## src/rtl/uart_pkg.sv

```systemverilog
// Shared constants, FSM state encoding and the 2-of-3 vote used by the
// 16x oversampling UART receiver.
package uart_pkg;
    localparam int OS_RATE = 16;
    localparam int SMP_W   = $clog2(OS_RATE);

    localparam logic [SMP_W-1:0] SMP_A     = SMP_W'(7);
    localparam logic [SMP_W-1:0] SMP_B     = SMP_W'(8);
    localparam logic [SMP_W-1:0] SMP_C     = SMP_W'(9);
    localparam logic [SMP_W-1:0] TICK_LAST = SMP_W'(15);

    typedef enum logic [2:0] {
        IDLE,
        START,
        DATA,
        PARITY,
        STOP,
        BRK_WAIT
    } rx_state_e;

    function automatic logic majority3(input logic a, input logic b, input logic c);
        return (a & b) | (a & c) | (b & c);
    endfunction
endpackage

```

## src/rtl/uart_tick_gen.sv

```systemverilog
// Oversample tick divider: one tick every div_i+1 clocks; div_i is only
// picked up when the counter reloads (on a tick or on restart).
module uart_tick_gen #(
    parameter int DIV_WIDTH = 16
) (
    input  logic                 clk_i,
    input  logic                 rst_ni,
    input  logic                 restart_i,
    input  logic [DIV_WIDTH-1:0] div_i,
    output logic                 tick_o
);
    logic [DIV_WIDTH-1:0] cnt_q, cnt_d;

    assign tick_o = (cnt_q == '0);

    always_comb begin
        cnt_d = cnt_q - 1'b1;
        if (restart_i || tick_o) begin
            cnt_d = div_i;
        end
    end

    always_ff @(posedge clk_i or negedge rst_ni) begin
        if (!rst_ni) begin
            cnt_q <= '0;
        end else begin
            cnt_q <= cnt_d;
        end
    end
endmodule

```

## src/rtl/uart_rx_os16.sv

```systemverilog
// 16x oversampling UART receiver with majority-vote bit sampling, optional
// parity, frame/break detection and a held valid/ready output register.
module uart_rx_os16
    import uart_pkg::*;
#(
    parameter int DATA_WIDTH = 8,
    parameter int DIV_WIDTH  = 16
) (
    input  logic                  S_AXI_ACLK,
    input  logic                  S_AXI_ARESETN,
    input  logic                  UART_RX,
    input  logic [DIV_WIDTH-1:0]  DIV_i,
    input  logic                  PARITY_EN_i,
    input  logic                  PARITY_ODD_i,
    output logic [DATA_WIDTH-1:0] DATA_o,
    output logic                  VALID_o,
    input  logic                  READY_i,
    output logic                  FRAME_ERR_o,
    output logic                  PARITY_ERR_o,
    output logic                  BREAK_o,
    output logic                  OVERRUN_o
);
    localparam int BCW = $clog2(DATA_WIDTH + 1);

    logic                  rx_meta_q, rx_sync_q, rx_prev_q;
    rx_state_e             state_q, state_d;
    logic [SMP_W-1:0]      smp_cnt_q, smp_cnt_d;
    logic [BCW-1:0]        bit_cnt_q, bit_cnt_d;
    logic                  smp7_q, smp7_d, smp8_q, smp8_d;
    logic [DATA_WIDTH-1:0] shift_q, shift_d;
    logic                  par_bit_q, par_bit_d;
    logic                  par_en_q, par_en_d, par_odd_q, par_odd_d;
    logic [DATA_WIDTH-1:0] data_q, data_d;
    logic                  frame_err_q, frame_err_d;
    logic                  parity_err_q, parity_err_d;
    logic                  break_q, break_d;
    logic                  valid_q, valid_d;
    logic                  overrun_q, overrun_d;

    logic tick, restart, decide, last, maj;
    logic complete, frame_err_n, parity_err_n, break_n;

    uart_tick_gen #(.DIV_WIDTH(DIV_WIDTH)) u_tick_gen (
        .clk_i     (S_AXI_ACLK),
        .rst_ni    (S_AXI_ARESETN),
        .restart_i (restart),
        .div_i     (DIV_i),
        .tick_o    (tick)
    );

    assign decide = tick && (smp_cnt_q == SMP_C);
    assign last   = tick && (smp_cnt_q == TICK_LAST);
    // The third vote is the live line value at the tick-9 decision.
    assign maj    = majority3(smp7_q, smp8_q, rx_sync_q);

    assign frame_err_n  = !maj;
    assign parity_err_n = par_en_q && ((^shift_q ^ par_bit_q) != par_odd_q);
    assign break_n      = frame_err_n && (shift_q == '0) && !(par_en_q && par_bit_q);

    always_comb begin
        state_d      = state_q;
        smp_cnt_d    = smp_cnt_q;
        bit_cnt_d    = bit_cnt_q;
        smp7_d       = smp7_q;
        smp8_d       = smp8_q;
        shift_d      = shift_q;
        par_bit_d    = par_bit_q;
        par_en_d     = par_en_q;
        par_odd_d    = par_odd_q;
        restart      = 1'b0;
        complete     = 1'b0;
        case (state_q)
            IDLE: begin
                if (rx_prev_q && !rx_sync_q) begin
                    restart   = 1'b1;
                    state_d   = START;
                    smp_cnt_d = '0;
                    par_en_d  = PARITY_EN_i;
                    par_odd_d = PARITY_ODD_i;
                end
            end
            BRK_WAIT: begin
                if (rx_sync_q) begin
                    state_d = IDLE;
                end
            end
            default: begin
                if (tick) begin
                    smp_cnt_d = smp_cnt_q + 1'b1;
                    if (smp_cnt_q == SMP_A) smp7_d = rx_sync_q;
                    if (smp_cnt_q == SMP_B) smp8_d = rx_sync_q;
                end
                case (state_q)
                    START: begin
                        if (decide && maj) begin
                            state_d = IDLE;
                        end else if (last) begin
                            state_d   = DATA;
                            bit_cnt_d = '0;
                        end
                    end
                    DATA: begin
                        if (decide) begin
                            shift_d   = {maj, shift_q[DATA_WIDTH-1:1]};
                            bit_cnt_d = bit_cnt_q + 1'b1;
                        end
                        if (last && bit_cnt_q == BCW'(DATA_WIDTH)) begin
                            state_d = par_en_q ? PARITY : STOP;
                        end
                    end
                    PARITY: begin
                        if (decide) par_bit_d = maj;
                        if (last) state_d = STOP;
                    end
                    STOP: begin
                        if (decide) begin
                            complete = 1'b1;
                            state_d  = break_n ? BRK_WAIT : IDLE;
                        end
                    end
                    default: ;
                endcase
            end
        endcase
    end

    // A frame completing while the previous one is still unread is dropped.
    always_comb begin
        data_d       = data_q;
        frame_err_d  = frame_err_q;
        parity_err_d = parity_err_q;
        break_d      = break_q;
        valid_d      = valid_q;
        overrun_d    = 1'b0;
        if (complete) begin
            if (!valid_q || READY_i) begin
                data_d       = shift_q;
                frame_err_d  = frame_err_n;
                parity_err_d = parity_err_n;
                break_d      = break_n;
                valid_d      = 1'b1;
            end else begin
                overrun_d = 1'b1;
            end
        end else if (valid_q && READY_i) begin
            valid_d = 1'b0;
        end
    end

    always_ff @(posedge S_AXI_ACLK or negedge S_AXI_ARESETN) begin
        if (!S_AXI_ARESETN) begin
            rx_meta_q    <= 1'b1;
            rx_sync_q    <= 1'b1;
            rx_prev_q    <= 1'b1;
            state_q      <= IDLE;
            smp_cnt_q    <= '0;
            bit_cnt_q    <= '0;
            smp7_q       <= 1'b1;
            smp8_q       <= 1'b1;
            shift_q      <= '0;
            par_bit_q    <= 1'b0;
            par_en_q     <= 1'b0;
            par_odd_q    <= 1'b0;
            data_q       <= '0;
            frame_err_q  <= 1'b0;
            parity_err_q <= 1'b0;
            break_q      <= 1'b0;
            valid_q      <= 1'b0;
            overrun_q    <= 1'b0;
        end else begin
            rx_meta_q    <= UART_RX;
            rx_sync_q    <= rx_meta_q;
            rx_prev_q    <= rx_sync_q;
            state_q      <= state_d;
            smp_cnt_q    <= smp_cnt_d;
            bit_cnt_q    <= bit_cnt_d;
            smp7_q       <= smp7_d;
            smp8_q       <= smp8_d;
            shift_q      <= shift_d;
            par_bit_q    <= par_bit_d;
            par_en_q     <= par_en_d;
            par_odd_q    <= par_odd_d;
            data_q       <= data_d;
            frame_err_q  <= frame_err_d;
            parity_err_q <= parity_err_d;
            break_q      <= break_d;
            valid_q      <= valid_d;
            overrun_q    <= overrun_d;
        end
    end

    assign DATA_o       = data_q;
    assign VALID_o      = valid_q;
    assign FRAME_ERR_o  = frame_err_q;
    assign PARITY_ERR_o = parity_err_q;
    assign BREAK_o      = break_q;
    assign OVERRUN_o    = overrun_q;
endmodule

```

## config.mk

```make
export PLATFORM = sky130hd
export DESIGN_NAME = uart_rx_os16
export DESIGN_NICKNAME = d
export VERILOG_FILES = /design/src/rtl/uart_pkg.sv /design/src/rtl/uart_tick_gen.sv /design/src/rtl/uart_rx_os16.sv
export SDC_FILE = /design/constraint.sdc
export NUM_CORES = 1
export LEC_CHECK = 0
export ABC_CLOCK_PERIOD_IN_PS = 2210
export CELL_PAD_IN_SITES_DETAIL_PLACEMENT = 0
export CELL_PAD_IN_SITES_GLOBAL_PLACEMENT = 1
export CORE_AREA = 5 5 80 112
export CTS_CLUSTER_DIAMETER = 80
export DETAILED_ROUTE_END_ITERATION = 10
export DIE_AREA = 0 0 85 117
export PLACE_DENSITY = 0.79
export SLEW_MARGIN = 20
export SYNTH_ARGS = -nofsm -noshare
export SYNTH_HDL_FRONTEND = slang
export SYNTH_SLANG_ARGS = --single-unit
```

## constraint.sdc

```tcl
create_clock -name S_AXI_ACLK -period 2.21 [get_ports S_AXI_ACLK]
set_input_delay 0.442 -clock S_AXI_ACLK [delete_from_list [all_inputs] [get_ports S_AXI_ACLK]]
set_output_delay 0.442 -clock S_AXI_ACLK [all_outputs]
set_load 0.05 [all_outputs]
```

Word-level counts from Yosys, hierarchy flattened
Index checks and enable logic that the tools add are counted.
{"block": "classes", "n_eq_ne": 21, "mul": 0, "n_reduce_logical": 35, "n_bitwise": 8, "div": 0, "add_sub_neg": 3, "n_lt_le_gt_ge": 0, "muxes": 29, "shifts": 0}
{"operator": "2-to-1 mux 3 bit", "n": 9}
{"operator": "2-to-1 mux 4 bit", "n": 5}
{"operator": "equality test 4 bit (second input constant)", "n": 4}
{"operator": "logical NOT 16 bit", "n": 1}
{"operator": "2-to-1 mux 16 bit", "n": 1}
{"operator": "case mux 4 bit (2 select lines)", "n": 2}
{"operator": "subtractor 16 x 1 -> 16 bit (second input constant)", "n": 1}
{"operator": "AND reduction 3 bit", "n": 5}
{"operator": "case mux 3 bit (4 select lines)", "n": 1}
{"operator": "logical AND 1 bit", "n": 10}
{"operator": "2-to-1 mux 1 bit", "n": 10}
{"operator": "!= test 2 bit (second input constant)", "n": 5}
{"operator": "adder 4 x 1 -> 4 bit (second input constant)", "n": 2}
{"operator": "logical NOT 8 bit", "n": 1}
{"operator": "!= test 4 bit (second input constant)", "n": 2}
{"operator": "parity 8 bit", "n": 1}
{"operator": "AND reduction 7 bit", "n": 1}
{"operator": "equality test 3 x 2 -> 1 bit (second input constant)", "n": 2}
{"operator": "equality test 3 bit (second input constant)", "n": 2}
{"operator": "case mux 3 bit (2 select lines)", "n": 1}
{"operator": "AND reduction 2 bit", "n": 3}
{"operator": "nonzero test 2 bit", "n": 3}
{"operator": "nonzero test 6 bit", "n": 1}
{"operator": "!= test 5 bit (second input constant)", "n": 1}
{"operator": "14 further kinds", "n": 22}
{"block": "totals", "ramBits": 0, "rom_bits": 0, "latchBits": 0, "output_inout_bits": 13, "word_cells": 115, "mem_count": 0, "input_bits": 22, "regBits": 56}

Logic depth before layout (Yosys ltp)
Gate-level depths: netlist of the first run.
{"block": "depth", "ltp_word": 10, "ltp_mapped": 10, "ltp_nobuf": 8}

Modules after synthesis
Synthesis of the first run repeated with hierarchy kept, for this count alone.
{"block": "hier_totals", "hier_cells": 289, "area_unflattened_um2": 2907.8}
{"mod": "uart_rx_os16", "seq_area_each_um2": 1007.2, "instances": 1, "area_per_inst_um2": 1988.2, "cells_per_inst": 197}
{"mod": "uart_tick_gen", "seq_area_each_um2": 400.4, "instances": 1, "area_per_inst_um2": 919.6, "cells_per_inst": 92}

Worst setup path after synthesis of the first run
No wires, ideal clock.
{"block": "synth_path", "kind": "reg2reg", "start": "register u_tick_gen.cnt_q[0]", "end": "register state_q[0]", "t_required_ns": 2.082, "period_less_slack_ns": 2.120, "slack_ns": 0.090, "setup_ns": 0.128, "path_buffers": 1, "arrival_ns": 1.992, "path_stages_with_launch": 10, "path_cell_list": "dfrtp_1 inv_1 ha_1 nor4b_1 and4_1 clkbuf_4 nand2_4 a211oi_4 o31ai_1 mux2_1"}
{"block": "synth_between", "elab_chain_len": 6, "elab_cells_between_ends": 13, "classes_between": "4 x eq/ne; 3 x mux; 6 x reduce/logical"}
{"element": "start, declared", "line": "uart_tick_gen.sv:12", "text": "logic [DIV_WIDTH-1:0] cnt_q, cnt_d;"}
{"element": "start signal, assigned", "line": "uart_tick_gen.sv:27", "text": "cnt_q <= cnt_d;"}
{"element": "logical NOT 16 bit (*)", "line": "uart_tick_gen.sv:14", "text": "assign tick_o = (cnt_q == '0);"}
{"element": "logical AND 1 bit", "line": "uart_rx_os16.sv:51", "text": "assign decide = tick && (smp_cnt_q == SMP_C);"}
{"element": "logical AND 1 bit", "line": "uart_rx_os16.sv:95", "text": "if (decide && maj) begin"}
{"element": "2-to-1 mux 3 bit", "line": "uart_rx_os16.sv:95"}
{"element": "case mux 3 bit (4 select lines)", "line": "uart_rx_os16.sv:93", "text": "case (state_q)"}
{"element": "case mux 3 bit (2 select lines)", "line": "uart_rx_os16.sv:72", "text": "case (state_q)"}
{"element": "end signal, assigned", "line": "uart_rx_os16.sv:174", "text": "state_q <= state_d;"}
{"element": "end, declared", "line": "uart_rx_os16.sv:26", "text": "rx_state_e state_q, state_d;"}
Mark *: on every way between the ends. The rest lies on a longest branch, timed or not.
A chain may end at the register's enable or synchronous reset.

Worst setup path in the final report of the first run
{"block": "layout_path", "start": "register smp_cnt_q[0]", "end": "register state_q[0]"}
{"block": "layout_between", "elab_chain_len": 6, "elab_cells_between_ends": 14, "classes_between": "6 x eq/ne; 3 x mux; 5 x reduce/logical"}
{"element": "start, declared", "line": "uart_rx_os16.sv:27", "text": "logic [SMP_W-1:0] smp_cnt_q, smp_cnt_d;"}
{"element": "start signal, assigned", "line": "uart_rx_os16.sv:175", "text": "smp_cnt_q <= smp_cnt_d;"}
{"element": "equality test 4 bit", "line": "uart_rx_os16.sv:51"}
{"element": "logical AND 1 bit", "line": "uart_rx_os16.sv:51"}
{"element": "logical AND 1 bit", "line": "uart_rx_os16.sv:95"}
{"element": "2-to-1 mux 3 bit", "line": "uart_rx_os16.sv:95"}
{"element": "case mux 3 bit (4 select lines)", "line": "uart_rx_os16.sv:93"}
{"element": "case mux 3 bit (2 select lines)", "line": "uart_rx_os16.sv:72"}
Parallel ways exist; a longest one is shown, timed or not.

==> reports/qor.csv, run 1 <==
metric;value;unit
outcome;finished clean;
Worst setup EP type;register;
maxcap violations;0;
Pins Over Slew Limit;0;
Crit path max-delay family;simple AND/OR/NAND/NOR gates;
Nets;385;
worst-skew pair later-pin latency;0.30;ns
VDD IR max;557.3;µV
H-Tree Depth;2;
Critical Path RT;2.39;ns
largest fanout on the critical path;6;
CP bufs+invs;1;
Synth Area in Simple Gates;20.86;%
final instance area;3587;µm²
I/O Buffers;34;
CTS Buf Count;5;
clock sinks;56;
Post-Synth Adder-Cell Area;4.770;%
post-synthesis mux area share;1.908;%
DR vias;2222;
Avg WL per Cell;12.91;µm
Leak;1.503;nW
WP depth;8;
die area;9945;µm²
Avg Cell Area, Syn;9.337;µm²
final setup vio count;0;
DP HPWL;4.417;mm
First-pass DRT Iterations;4;
first-pass GRT wire length;9.970;mm
worst min path class;in -> async;
XOR/XNOR share of the synthesized area;6.375;%
worst reg-to-reg path cell count;8;
area delta synth->final;24.33;%
post-synthesis sequential area ratio;48.79;%
area leader, netlist;dfrtp_1;
final hold vios;0;
Routed Wire Length;5.874;mm
fin crit share;91.77;%
largest net degree at the start of global routing;57;
Slew HR;66.28;%
DP Worst Slack;-0.02002;ns
Placed Area;3423;µm²
FILL cells;828;
fmax;0.4930;GHz
final worst slack;0.1818;ns
Synth Area in Compound Gates;13.18;%
Max Root-Sink Buffers;2;
GRT overflow;0;
Root Buffer;clkbuf_16;
Warnings, synthesis;0;
count of distinct cell types in the synthesized netlist;43;
initial DRC count;121;
Post-Synthesis Cells;309;
GRT Total Usage;12.61;%
largest family of logic cells by synthesized area;simple AND/OR/NAND/NOR gates;
floorplan row count;39;
vias per cell;4.884;
die height;117;µm
RSZ-0062 raised after global routing;false;
Hold Buf Count CTS;0;
post-route ant nets;0;
Setup Buffers After CTS;0;
total core area;7905;µm²
antenna fix cells;0;
Power Density;838.2;nW/µm²
drt drc;0;
Arr. time, crit path;2.21;ns
worst path cell trace;ha_1, nor2b_1, and2_2, nand2_4, buf_4, nor2_1, o31ai_1, mux2_1;
Synth top area share;44.23;%
Starting Density;36.50;%
vias in the first global route;2188;
Top Ports;35;
CP max stage cell;dfrtp_1;
Final Wtd Congestion;0.9063;
#FFs+latches synth;56;
synthesized cell area;2885;µm²
max incr delay on CP;0.43;ns
cts repair resizes;1;
initial antenna violation count;0;
Die Wd;85;µm
Setup CP Type;reg -> reg;
clock skew;0.007330;ns
Clock Pin Slew Worst Setup and Hold Paths;0.07;ns
Setup crit start kind;register;
Sum Neg Setup Slack;0;ns
post-layout min period;2.028;ns
TritonCTS clock tree;built;
worst slew pin tran;0.5005;ns
layout cells sized above 1;11.05;%
leading post-synthesis cells by cell area;dfrtp_1 44%, o21ai_0 7.6%, nand2_1 7.2%;
syn nets;342;
-- path summary, 6_finish.rpt --
| path | from | end | slack [ns] |
|---|---|---|---|
| max | smp_cnt_q[0] | state_q[0] | 0.18 |
| min | S_AXI_ARESETN | smp_cnt_q[1] | 0.12 |
| max reg2reg | smp_cnt_q[0] | state_q[0] | 0.18 |
| min reg2reg | rx_meta_q | rx_sync_q | 0.36 |
| max in group asynchronous | S_AXI_ARESETN | smp7_q | 1.79 |
| min in group S_AXI_ACLK | rx_meta_q | rx_sync_q | 0.36 |
-- synth_stat cells --
library cell  count
a21o_1            3
inv_1            19
nor4_1            2
mux2i_1           1
o21ai_0          44
mux2_2            3
xnor2_1          15
o31ai_1           3
o21ai_1           1
nor4b_1           1
xor2_1            6
mux2_1            1
a32o_1            1
nand4b_1          1
nand2b_1          5
o211ai_1          2
buf_2             2
and2_2            1
and4_1            1
nor2b_1           6
a211oi_4          1
nor4_4            2
or3_1             4
ha_1             11
nor2_1           18
nand2_4           1
a21boi_0          1
dfrtp_1          51
a22o_1            1
clkbuf_1          8
nand2_1          55
a22oi_1           1
o21a_1            1
nand3b_1          1
dfstp_2           5
a21oi_1           3
nor3_1           11
o2bb2ai_1         1
o21ba_2           1
nor2_2            1
nand4_1           4
nand3_1           8
clkbuf_4          1
-- worst reg2reg max path, delay by kind of cell (launching register included) --
kind,cells,cell delay [ns]
simple gates,4,0.51
mux,1,0.35
compound gates,1,0.28
fa+ha+maj,1,0.22
buf+inv,1,0.12
flops,1,0.43
-- per-layer routing --
metal | track usage [%] | wire (µm)
met1 | 14.46 | 2494
met2 | 22.30 | 2977
met3 | 2.801 | 248
met4 | 5.913 | 153
met5 | 0 | 0
-- cell families after synthesis --
kind of cell / count (synthesis)
buffers and inverters: 30
AND/OR/NAND/NOR: 122
AO/OA/AOI/OAI: 64
XOR/XNOR: 21
multiplexers: 5
flip-flops: 56
adder cells (fa/ha/maj): 11
-- layout make-up --
cell class	instances	area [µm²]	area share [%]
Clock buffer	5	125.1	3.488
Timing Repair Buffer	47	457.9	12.77
Sequential cell	56	1408	39.24
Clock inverter	3	21.27	0.5930
Multi-Input combinational cell	223	1376	38.37
Tap cell	102	127.6	3.558
Inverter	19	71.32	1.988
-- layout by cell type (no fill, tap or decap), types with 3 or more instances in the layout --
master / n
nand4_1: 4
a21o_1: 3
nand3_1: 8
or3_1: 4
dfrtp_1: 51
mux2_2: 3
o21ai_0: 44
buf_4: 11
inv_1: 19
clkdlybuf4s50_1: 33
clkbuf_16: 5
nand2b_1: 5
nor2_1: 18
xnor2_1: 15
dfstp_2: 5
ha_1: 11
nor3_1: 11
o31ai_1: 3
xor2_1: 6
nand2_1: 55
a21oi_1: 3
nor2b_1: 6
-- per-stage QoR --
stage                     utilization (%)  std cells  total power, mW  hold slack, ns
after floorplan                         -        309            1.918          0.1464
after global placement              43.30        447            2.178          0.3457
after detailed placement            43.30        447            2.202          0.3468
after CTS                           45.17        455            3.020          0.1427
after global routing                45.38        455            3.200          0.1580
final                               45.38        455            3.007          0.1247
-- power by group --
group | internal (mW) | switching (mW)
Combinational | 0.393 | 0.361
Sequential | 1.20 | 0.252
Clock | 0.423 | 0.373
-- state kept, by name (all words and copies together), names as in the netlist --
name and cells:
FRAME_ERR_o 1, state_q 3, DATA_o 8, rx_sync_q 1
smp8_q 1, par_bit_q 1, shift_q 8, u_tick_gen.cnt_q 16
smp7_q 1, rx_prev_q 1, VALID_o 1, par_odd_q 1
PARITY_ERR_o 1, smp_cnt_q 4, OVERRUN_o 1, BREAK_o 1
par_en_q 1, rx_meta_q 1, bit_cnt_q 4
Note: power is estimated with default switching activity, not from simulation.
==> run 2: changes to the inputs <==
--- a/config.mk
+++ b/config.mk
@@ -12,7 +12,7 @@
 export CTS_CLUSTER_DIAMETER = 80
 export DETAILED_ROUTE_END_ITERATION = 10
 export DIE_AREA = 0 0 85 117
-export PLACE_DENSITY = 0.79
+export PLACE_DENSITY = 0.76
 export SLEW_MARGIN = 20
 export SYNTH_ARGS = -nofsm -noshare
 export SYNTH_HDL_FRONTEND = slang
==> run 2 against run 1 <==
Against the previous run: non-clock buffer count stayed put; via count up 0.68%; sequential cell count stayed put; critical endpoint unchanged; first-iteration DRC count fell by 5.0%; largest power group unchanged; setup slack worse by 0.051 ns; critical path type unchanged.
==> reports/qor.csv, run 2 (synthesis gave the netlist of run 1 again) <==
metric;value;unit;change
outcome;finished clean;;unchanged
DP Worst Slack;0.02718;ns;was -0.02002 ns
initial antenna violation count;0;;unchanged
max FFs per register;16;;unchanged
WHS;0.1412;ns;was 0.1247 ns
initial DRC count;115;;was 121
antenna fix cells;0;;unchanged
VDD IR max;474.9;µV;was 557.3 µV
most common cell after layout, fill and taps aside;nand2_1;;unchanged
H-Tree Depth;2;;unchanged
Die Wd;85;µm;unchanged
post-route ant nets;0;;unchanged
First-pass DRT Iterations;4;;unchanged
placed cell count;447;;unchanged
Core Util, Final;45.24;%;was 45.38%
Setup crit start kind;register;;unchanged
Sum Neg Setup Slack;0;ns;unchanged
drt drc;0;;unchanged
sequential fraction of design power;48.6;%;was 48.5%
fmax;0.4810;GHz;was 0.4930 GHz
Clock Pin Slew Worst Setup and Hold Paths;0.07;ns;about the same
vias per cell;4.916;;was 4.884
floorplan row count;39;;unchanged
total core area;7905;µm²;unchanged
Critical Path RT;2.39;ns;about the same
final hold vios;0;;unchanged
Pins Over Slew Limit;0;;unchanged
Starting Density;36.50;%;unchanged
worst min path class;in -> async;;unchanged
vias in the first global route;2266;;was 2,188
Nets;385;;unchanged
Setup Buffers After CTS;0;;unchanged
Worst setup EP type;register;;unchanged
DR vias;2237;;was 2,222
Setup CP Type;reg -> reg;;unchanged
I/O Buffers;34;;unchanged
maxcap violations;0;;unchanged
internal power;2.010;mW;was 2.020 mW
Power Density;834.1;nW/µm²;was 838.2 nW/µm²
GRT overflow;0;;unchanged
Avg WL per Cell;13.30;µm;was 12.91 µm
Arr. time, crit path;2.25;ns;was 2.21 ns
clock sinks;56;;unchanged
first-pass GRT wire length;10.50;mm;was 9.970 mm
Routed Wire Length;6.051;mm;was 5.874 mm
Top Ports;35;;unchanged
layout cells sized above 1;10.76;%;was 11.05%
worst-skew pair later-pin latency;0.30;ns;about the same
final worst slack;0.1310;ns;was 0.1818 ns
fin crit share;94.07;%;was 91.77%
Gate power share;24.7;%;was 25.1%
die height;117;µm;unchanged
largest register by flop count;u_tick_gen.cnt_q;;unchanged
CTS Buf Count;5;;unchanged
most frequent cells in the layout;55 x nand2_1, 51 x dfrtp_1, 44 x o21ai_0;;unchanged
final instance area;3576;µm²;was 3587 µm²
Leak;1.495;nW;was 1.503 nW
worst reg-to-reg path cell count;6;;was 8
Clock power frac;26.7;%;was 26.5%
Psw;0.9726;mW;was 0.9864 mW
Sw Share;32.61;%;was 32.81%
Max Root-Sink Buffers;2;;unchanged
die area;9945;µm²;unchanged
Final Wtd Congestion;0.8046;;was 0.9063
Placed Area;3423;µm²;unchanged
largest net degree at the start of global routing;34;;was 57
worst slew pin tran;0.5909;ns;was 0.5005 ns
DP HPWL;4.551;mm;was 4.417 mm
Finished Layout Cells;455;;unchanged
TritonCTS clock tree;built;;unchanged
final setup vio count;0;;unchanged
post-layout min period;2.079;ns;was 2.028 ns
largest fanout on the critical path;6;;unchanged
area delta synth->final;23.94;%;was 24.33%
Total Power;2.983;mW;was 3.007 mW
Root Buffer;clkbuf_16;;unchanged
Slew HR;60.60;%;was 66.28%
clock skew;0.008062;ns;was 0.007330 ns
GRT Total Usage;13.45;%;was 12.61%
-- run 2: cell count changes in the layout (fill, tap and decap cells not counted) --
cell	change
and4_2	+1
and4_4	-1
clkbuf_1	+1
clkinv_2	-1
clkinv_4	+1
inv_6	-1
nor4b_2	+1
nor4b_4	-1
-- run 2: worst paths after layout --
kind	startpoint	end	slack [ns]
min	S_AXI_ARESETN	DATA_o[1]	0.14
min reg2reg	rx_meta_q	rx_sync_q	0.36
min in group S_AXI_ACLK	rx_meta_q	rx_sync_q	0.36
max reg2reg	u_tick_gen.cnt_q[9]	state_q[0]	0.13
max	u_tick_gen.cnt_q[9]	state_q[0]	0.13
max in group asynchronous	S_AXI_ARESETN	u_tick_gen.cnt_q[14]	1.49
-- run 2: cell type report --
type | count | area (µm²)
Clock buffer | 6 | 128.9
Clock inverter | 2 | 16.27
Fill cell | 810 | 4329
Inverter | 19 | 71.32
Multi-Input combinational cell | 223 | 1366
Sequential cell | 56 | 1408
Tap cell | 102 | 127.6
Timing Repair Buffer | 47 | 457.9
-- run 2: layer usage --
| metal | vias to the layer above | GRT usage [%] | routed length, µm |
|---|---|---|---|
| met5 | - | 0 | 0 |
| met4 | 0 | 6.019 | 134 |
| met3 | 8 | 2.871 | 241 |
| met2 | 38 | 24.27 | 3174 |
| met1 | 1065 | 15.19 | 2501 |
| li1 | 1126 | - | - |
-- run 2: critical path, cell delays in order (launching register included) --
cell      delay (ns)
dfrtp_1         0.42
nor4_4          0.41
and4_2          0.39
nand2_4         0.07
a211oi_4        0.24
o31ai_1         0.11
mux2_1          0.32
-- run 2: repair_timing --
action                     4_1_cts  5_1_grt
setup endpoints to repair        2       18
gates resized for setup          1        1
hold buffers                     0        0
pin swaps                        0        0
-- run 2: power groups by stage --
stage	sequential, mW	combinational [mW]	clock (mW)
global route	1.48	0.836	0.859
CTS	1.45	0.749	0.821
detailed placement	1.47	0.736	0
global placement	1.46	0.723	0
finish	1.45	0.738	0.796
floorplan	1.40	0.515	0
